===== src/rtl/uart_pkg.sv =====
// Shared UART transmit types, frame constants and parity helper.
// Optional even-parity build: define UART_TX_PARITY_EN.
package uart_pkg;

  typedef enum logic [2:0] {
    IDLE   = 3'd0,
    START  = 3'd1,
    DATA   = 3'd2,
    STOP   = 3'd3
`ifdef UART_TX_PARITY_EN
    , PARITY = 3'd4
`endif
  } uart_state_e;

  localparam logic        START_BIT        = 1'b0;
  localparam logic        STOP_BIT         = 1'b1;
  localparam logic [2:0]  LAST_DATA_IDX    = 3'd7;
  localparam logic [15:0] MIN_CLKS_PER_BIT = 16'd2;

  function automatic logic even_parity(input logic [7:0] data);
    return ^data;
  endfunction

endpackage


===== src/rtl/uart_tx_fifo.sv =====
// Transmit byte buffer: registered storage, power-of-two depth, push/pop
// with registered full/empty flags.
module uart_tx_fifo #(
  parameter int DEPTH = 4
) (
  input  logic       clk_i,
  input  logic       rst_ni,
  input  logic       push_i,
  input  logic [7:0] data_i,
  input  logic       pop_i,
  output logic [7:0] data_o,
  output logic       full_o,
  output logic       empty_o
);

  localparam int AW = (DEPTH > 1) ? $clog2(DEPTH) : 1;
  localparam logic [AW:0] FULL_CNT = (AW + 1)'(DEPTH);

  logic [7:0]    mem_r [DEPTH];
  logic [AW-1:0] wr_ptr_r;
  logic [AW-1:0] rd_ptr_r;
  logic [AW:0]   count_r;
  logic [AW:0]   count_s;
  logic          full_r;
  logic          empty_r;
  logic          push_s;
  logic          pop_s;

  assign push_s  = push_i && !full_r;
  assign pop_s   = pop_i && !empty_r;
  assign data_o  = mem_r[rd_ptr_r];
  assign full_o  = full_r;
  assign empty_o = empty_r;

  // Next occupancy; a simultaneous push and pop leaves it unchanged.
  always_comb begin
    count_s = count_r;
    case ({push_s, pop_s})
      2'b10:   count_s = count_r + (AW + 1)'(1);
      2'b01:   count_s = count_r - (AW + 1)'(1);
      default: count_s = count_r;
    endcase
  end

  // Storage, pointers and flags.
  always_ff @(posedge clk_i or negedge rst_ni) begin
    if (!rst_ni) begin
      for (int i = 0; i < DEPTH; i++) begin
        mem_r[i] <= 8'h00;
      end
      wr_ptr_r <= '0;
      rd_ptr_r <= '0;
      count_r  <= '0;
      full_r   <= 1'b0;
      empty_r  <= 1'b1;
    end else begin
      if (push_s) begin
        mem_r[wr_ptr_r] <= data_i;
        wr_ptr_r        <= wr_ptr_r + AW'(1);
      end
      if (pop_s) begin
        rd_ptr_r <= rd_ptr_r + AW'(1);
      end
      count_r <= count_s;
      full_r  <= (count_s == FULL_CNT);
      empty_r <= (count_s == '0);
    end
  end

endmodule


===== src/rtl/uart_tx_prog.sv =====
// Buffered UART transmitter with run-time bit period (CLKS_PER_BIT).
// Optional even-parity bit when UART_TX_PARITY_EN is defined.
module uart_tx_prog
  import uart_pkg::*;
#(
  parameter int FIFO_DEPTH = 4
) (
  input  logic        clk_i,
  input  logic        rst_ni,
  input  logic [15:0] CLKS_PER_BIT,
  input  logic        tx_dv_i,
  input  logic [7:0]  tx_byte_i,
  output logic        tx_ready_o,
  output logic        o_Tx_Serial,
  output logic        o_Tx_Active,
  output logic        o_Tx_Done
);

  uart_state_e state_r, state_s;
  logic [15:0] cnt_r, cnt_s;
  logic [15:0] cpb_r, cpb_s;
  logic [15:0] cpb_in_s;
  logic [2:0]  idx_r, idx_s;
  logic [7:0]  data_r, data_s;
  logic        serial_r, serial_s;
  logic        active_r, active_s;
  logic        done_r, done_s;
  logic        bit_end_s;
  logic        pop_s;
  logic        push_s;
  logic        fifo_full_s;
  logic        fifo_empty_s;
  logic [7:0]  fifo_data_s;

  assign push_s      = tx_dv_i && !fifo_full_s;
  assign tx_ready_o  = !fifo_full_s;
  assign o_Tx_Serial = serial_r;
  assign o_Tx_Active = active_r;
  assign o_Tx_Done   = done_r;
  assign cpb_in_s    = (CLKS_PER_BIT < MIN_CLKS_PER_BIT) ? MIN_CLKS_PER_BIT : CLKS_PER_BIT;

  uart_tx_fifo #(
    .DEPTH (FIFO_DEPTH)
  ) u_fifo (
    .clk_i   (clk_i),
    .rst_ni  (rst_ni),
    .push_i  (push_s),
    .data_i  (tx_byte_i),
    .pop_i   (pop_s),
    .data_o  (fifo_data_s),
    .full_o  (fifo_full_s),
    .empty_o (fifo_empty_s)
  );

  // Frame sequencing: bit timing, bit index and FIFO pops.
  always_comb begin
    state_s   = state_r;
    cnt_s     = cnt_r;
    cpb_s     = cpb_r;
    idx_s     = idx_r;
    data_s    = data_r;
    pop_s     = 1'b0;
    bit_end_s = (cnt_r == (cpb_r - 16'd1));
    case (state_r)
      IDLE: begin
        if (!fifo_empty_s) begin
          pop_s   = 1'b1;
          state_s = START;
          cnt_s   = 16'd0;
          cpb_s   = cpb_in_s;
          data_s  = fifo_data_s;
        end else begin
          state_s = IDLE;
        end
      end
      START: begin
        if (bit_end_s) begin
          state_s = DATA;
          cnt_s   = 16'd0;
          idx_s   = 3'd0;
        end else begin
          cnt_s = cnt_r + 16'd1;
        end
      end
      DATA: begin
        if (bit_end_s) begin
          cnt_s = 16'd0;
          if (idx_r == LAST_DATA_IDX) begin
            idx_s = 3'd0;
`ifdef UART_TX_PARITY_EN
            state_s = PARITY;
`else
            state_s = STOP;
`endif
          end else begin
            idx_s = idx_r + 3'd1;
          end
        end else begin
          cnt_s = cnt_r + 16'd1;
        end
      end
`ifdef UART_TX_PARITY_EN
      PARITY: begin
        if (bit_end_s) begin
          state_s = STOP;
          cnt_s   = 16'd0;
        end else begin
          cnt_s = cnt_r + 16'd1;
        end
      end
`endif
      STOP: begin
        if (bit_end_s) begin
          cnt_s = 16'd0;
          // Chain the next frame straight out of the stop bit.
          if (!fifo_empty_s) begin
            pop_s   = 1'b1;
            state_s = START;
            cpb_s   = cpb_in_s;
            data_s  = fifo_data_s;
          end else begin
            state_s = IDLE;
          end
        end else begin
          cnt_s = cnt_r + 16'd1;
        end
      end
      default: begin
        state_s = IDLE;
        cnt_s   = 16'd0;
      end
    endcase
  end

  // Line outputs decoded from the next state so they register in step with it.
  always_comb begin
    serial_s = STOP_BIT;
    case (state_s)
      IDLE:    serial_s = STOP_BIT;
      START:   serial_s = START_BIT;
      DATA:    serial_s = data_s[idx_s];
`ifdef UART_TX_PARITY_EN
      PARITY:  serial_s = even_parity(data_s);
`endif
      STOP:    serial_s = STOP_BIT;
      default: serial_s = STOP_BIT;
    endcase
    active_s = (state_s != IDLE);
    done_s   = (state_s == STOP) && (cnt_s == (cpb_s - 16'd1));
  end

  // State and registered outputs.
  always_ff @(posedge clk_i or negedge rst_ni) begin
    if (!rst_ni) begin
      state_r  <= IDLE;
      cnt_r    <= 16'd0;
      cpb_r    <= MIN_CLKS_PER_BIT;
      idx_r    <= 3'd0;
      data_r   <= 8'h00;
      serial_r <= 1'b1;
      active_r <= 1'b0;
      done_r   <= 1'b0;
    end else begin
      state_r  <= state_s;
      cnt_r    <= cnt_s;
      cpb_r    <= cpb_s;
      idx_r    <= idx_s;
      data_r   <= data_s;
      serial_r <= serial_s;
      active_r <= active_s;
      done_r   <= done_s;
    end
  end

endmodule


===== config.mk =====
export PLATFORM = sky130hd
export DESIGN_NAME = uart_tx_prog
export DESIGN_NICKNAME = d
export VERILOG_FILES = /design/src/rtl/uart_pkg.sv /design/src/rtl/uart_tx_fifo.sv /design/src/rtl/uart_tx_prog.sv
export SDC_FILE = /design/constraint.sdc
export NUM_CORES = 1
export LEC_CHECK = 0
export ABC_AREA = 1
export BUFFER_PORTS_ARGS = -buffer_cell sky130_fd_sc_hd__buf_2
export CORE_MARGIN = 2
export CORE_UTILIZATION = 45
export CTS_CLUSTER_SIZE = 14
export DETAILED_ROUTE_END_ITERATION = 10
export PLACE_DENSITY = 0.73
export SLEW_MARGIN = 20
export SYNTH_ARGS = -nofsm -noshare
export SYNTH_HDL_FRONTEND = slang
export SYNTH_SLANG_ARGS = --single-unit

===== constraint.sdc =====
create_clock -name clk_i -period 3.5 [get_ports clk_i]
set_clock_uncertainty 0.15 [all_clocks]
set_input_delay 0.175 -clock clk_i [delete_from_list [all_inputs] [get_ports clk_i]]
set_output_delay 0.175 -clock clk_i [all_outputs]
set_load 0.02 [all_outputs]

==> metrics.md <==
| Metric | Value |
|---|---|
| Hold Path Class | in -> reg |
| Port Buf Inserts | 30 |
| RSZ-0062 raised after global routing | yes |
| Placed Cells | between 1k and 1.5k |
| LEAKAGE | 3.74 nW |
| Post-synth ARST share | 100% |
| Post-route insts no fill | around 1.2k |
| CTS H-tree depth | 3 |
| Total core area | 13800 sq um |
| Std cell rows | 43 |
| Start point of the worst hold path | tx_byte_i[0] |
| Worst-Margin Slew | ~1.2 ns |
| Fin crit period | 3.41 ns |
| Remaining routing DRC violations | 0 |
| YS warnings | 0 |
| Die area | between 10000 and 15000 sq um |
| Number of routed nets with antenna violations | 0 |
| Largest net degree at the start of global routing | 77 |
| DR vias/cell | 5.27 |
| Max-slew violations | 0 |
| DRT iter0 DRCs | roughly 470 |
| First-pass GRT wire length | about 28000 microns |
| Critical Path Sink Type | register |
| Root Buffer | clkbuf_16 |
| Syn_nets | 952 |
| Layout Nets | 1021 |
| Inserted Diodes | 0 |
| Syn avg cell area | 6.90 sq um |
| DIE HEIGHT | around 120 microns |
| Main synth FF type | dfrtp_1 |
| Slew headroom | ~23% |
| Layout cells sized above 1 | 21.2% |
| Fillers | 1314 |
| GPL Wtd Cong | about 0.93 |
| TritonCTS clock tree | yes |
| Worst r2r src | cpb_r[1]$_DFF_PN1_ |
| WHS | 0.00843 ns |
| Area delta synth->final | 18.7% |
| Via count | 6152 |
| Post-Syn Instances | 914 |
| Initial antenna violation count | 0 |
| Yosys cell types | 42 |
| Initial Utilization | 45.8% |
| Crit path kind | reg -> reg |
| Top-Level Pins | 31 |
| Grt ovf | 0 |
| Clock Path Buffers | 2 |
| Gr usage total | 23.5% |
| Status | finished, final reports clean |
| Sequential-to-total area share from yosys stat | 35.8% |
| CP required | between 3 and 4 ns |
| DR pass1 iterations | 5 |
| Post-synth EDFFs | 0 |
| Critical path origin | cpb_r[1]$_DFF_PN1_ |
| Vias in the first global route | 5576 |
| Synthesized cell area | 6310 sq um |
| Commonest non-fill, non-tap cells in the layout | 293 x nand2_1, 95 x inv_1, 81 x dfrtp_1 |
| Final wirelength | 16900 microns |
| Final Hold Viols | 0 |
| Peak Freq | between 200 and 300 MHz |
| Hpwl dp | 12600 microns |
| Commonest non-fill, non-tap cell in the layout | nand2_1 |
| Worst vdd ir | approximately 0.50 mV |
| # setup viols final | 0 |
| CP Launch Type | register |
| Worst-Skew Late Latency | ~0.34 ns |
| Avg WL per Cell | about 14 microns |
| Fin crit share | 97.4% |
| Crit path max fanout | 4 |
| Power per cell area | approximately 800 nW/um^2 |
| Die extent in x | approximately 120 microns |
| Number of synthesized register bits | 90 |
| Number of max-cap violations | 0 |
| Num CTS Buffers | 9 |
| Crit path DAT | 3.49 ns |
| Clk slew on worst S/H paths | 0.07 ns |
| Clock sinks | 90 |
==> logic make-up after synthesis <==
family | synth area share [%]
AO/OA/AOI/OAI | 9.93
XOR/XNOR | 3.19
buffers and inverters | 8.65
flip-flops | 35.8
adder cells (fa/ha/maj) | 2.30
AND/OR/NAND/NOR | 40.0
other | 0.0594
multiplexers | 0.159
==> flip-flops by register name, summed over array words and instances (netlist names) <==
signal and flops:
o_Tx_Done 1, u_fifo.rd_ptr_r 2, cnt_r 16, cpb_r 16, data_r 8, u_fifo.mem_r 32, o_Tx_Serial 1, o_Tx_Active 1
idx_r 3, u_fifo.empty_o 1, u_fifo.wr_ptr_r 2, u_fifo.full_o 1, state_r 3, u_fifo.count_r 3
==> repair_timing <==
action | CTS | global route
hold endpoints to repair | 90 | 0
gates resized for setup | 5 | 58
hold buffers | 7 | 0
setup endpoints to repair | 3 | 4
buffers inserted | 5 | 11
pin swaps | 8 | 35
==> synthesized netlist by cell type, types with 14 or more instances <==
cell type	n	area, sq um
nand2_1	298	1120
inv_1	102	383
dfrtp_1	87	2180
nor2_1	85	319
nand3_1	74	370
o21ai_0	64	320
a21oi_1	15	75.1
clkbuf_1	15	56.3
nand4_1	15	93.8
nand2_2	14	87.6
xor2_1	14	123
==> critical path, cell delays in order (launching register included) <==
cell	delay, ns
dfstp_2	0.54
inv_2	0.05
ha_4	0.26
nand2_1	0.06
nand2_1	0.06
nand3_1	0.07
nor2_2	0.13
nand2_1	0.07
nor2_2	0.13
nand3_2	0.10
nor2_4	0.12
nand2_4	0.08
nand2_8	0.09
nand2_4	0.07
nor2_4	0.15
ha_2	0.18
inv_2	0.06
fa_2	0.38
a21oi_2	0.15
o21ai_2	0.09
xor2_2	0.16
buf_4	0.14
==> final timing paths <==
| path | end | slack, ns | depth (start not counted) |
|---|---|---|---|
| min | u_fifo.mem_r[8]$_DFFE_PN0P_ | 0.008 | 3 |
| max in group asynchronous | u_fifo.mem_r[0]$_DFFE_PN0P_ | 2.00 | 3 |
| min reg2reg | u_fifo.mem_r[31]$_DFFE_PN0P_ | 0.34 | 2 |
| max | u_fifo.count_r[2]$_DFF_PN0_ | 0.09 | 21 |
| max reg2reg | u_fifo.count_r[2]$_DFF_PN0_ | 0.09 | 21 |
| min in group asynchronous | cnt_r[8]$_DFF_PN0_ | 0.38 | 2 |
==> power breakdown <==
part | switching [W] | total, W | internal (W)
Sequential | 0.000393 | 0.00181 | 0.00142
Combinational | 0.00186 | 0.00302 | 0.00115
Clock | 0.000437 | 0.00103 | 0.000590
Total | 0.00269 | 0.00585 | 0.00316
==> stage by stage <==
stage	power, W	TNS [ns]	util [%]	instance area (sq um)	worst slack (ns)
after detailed placement	0.00442	-0.159	49.2	6780	-0.0726
after CTS	0.00551	0	52.4	7220	0.00335
final	0.00585	0	54.4	7490	0.0894
after floorplan	0.00374	0	-	6310	0.150
after global placement	0.00437	0	49.2	6780	0.0413
after global routing	0.00635	-0.310	54.4	7490	-0.143
==> layer usage <==
metal | vias up | part of all wire [%] | track usage (%)
met1 | 2881 | 46 | 33.7
li1 | 3064 | - | -
met3 | 25 | 6.1 | 4.18
met4 | 0 | 2.0 | 6.82
met5 | - | 0 | 0
met2 | 182 | 46 | 36.2
==> cell type report <==
type,instances,area (sq um),share of cell area [%]
clock buffer,10,239,3.19
timing repair buffer,81,553,7.38
clock inverter,6,78.8,1.05
sequential,90,2260,30.2
inverter,113,424,5.66
multi-input combinational,688,3710,49.5
tap,180,225,3.01
(Power assumes the default switching activity.)
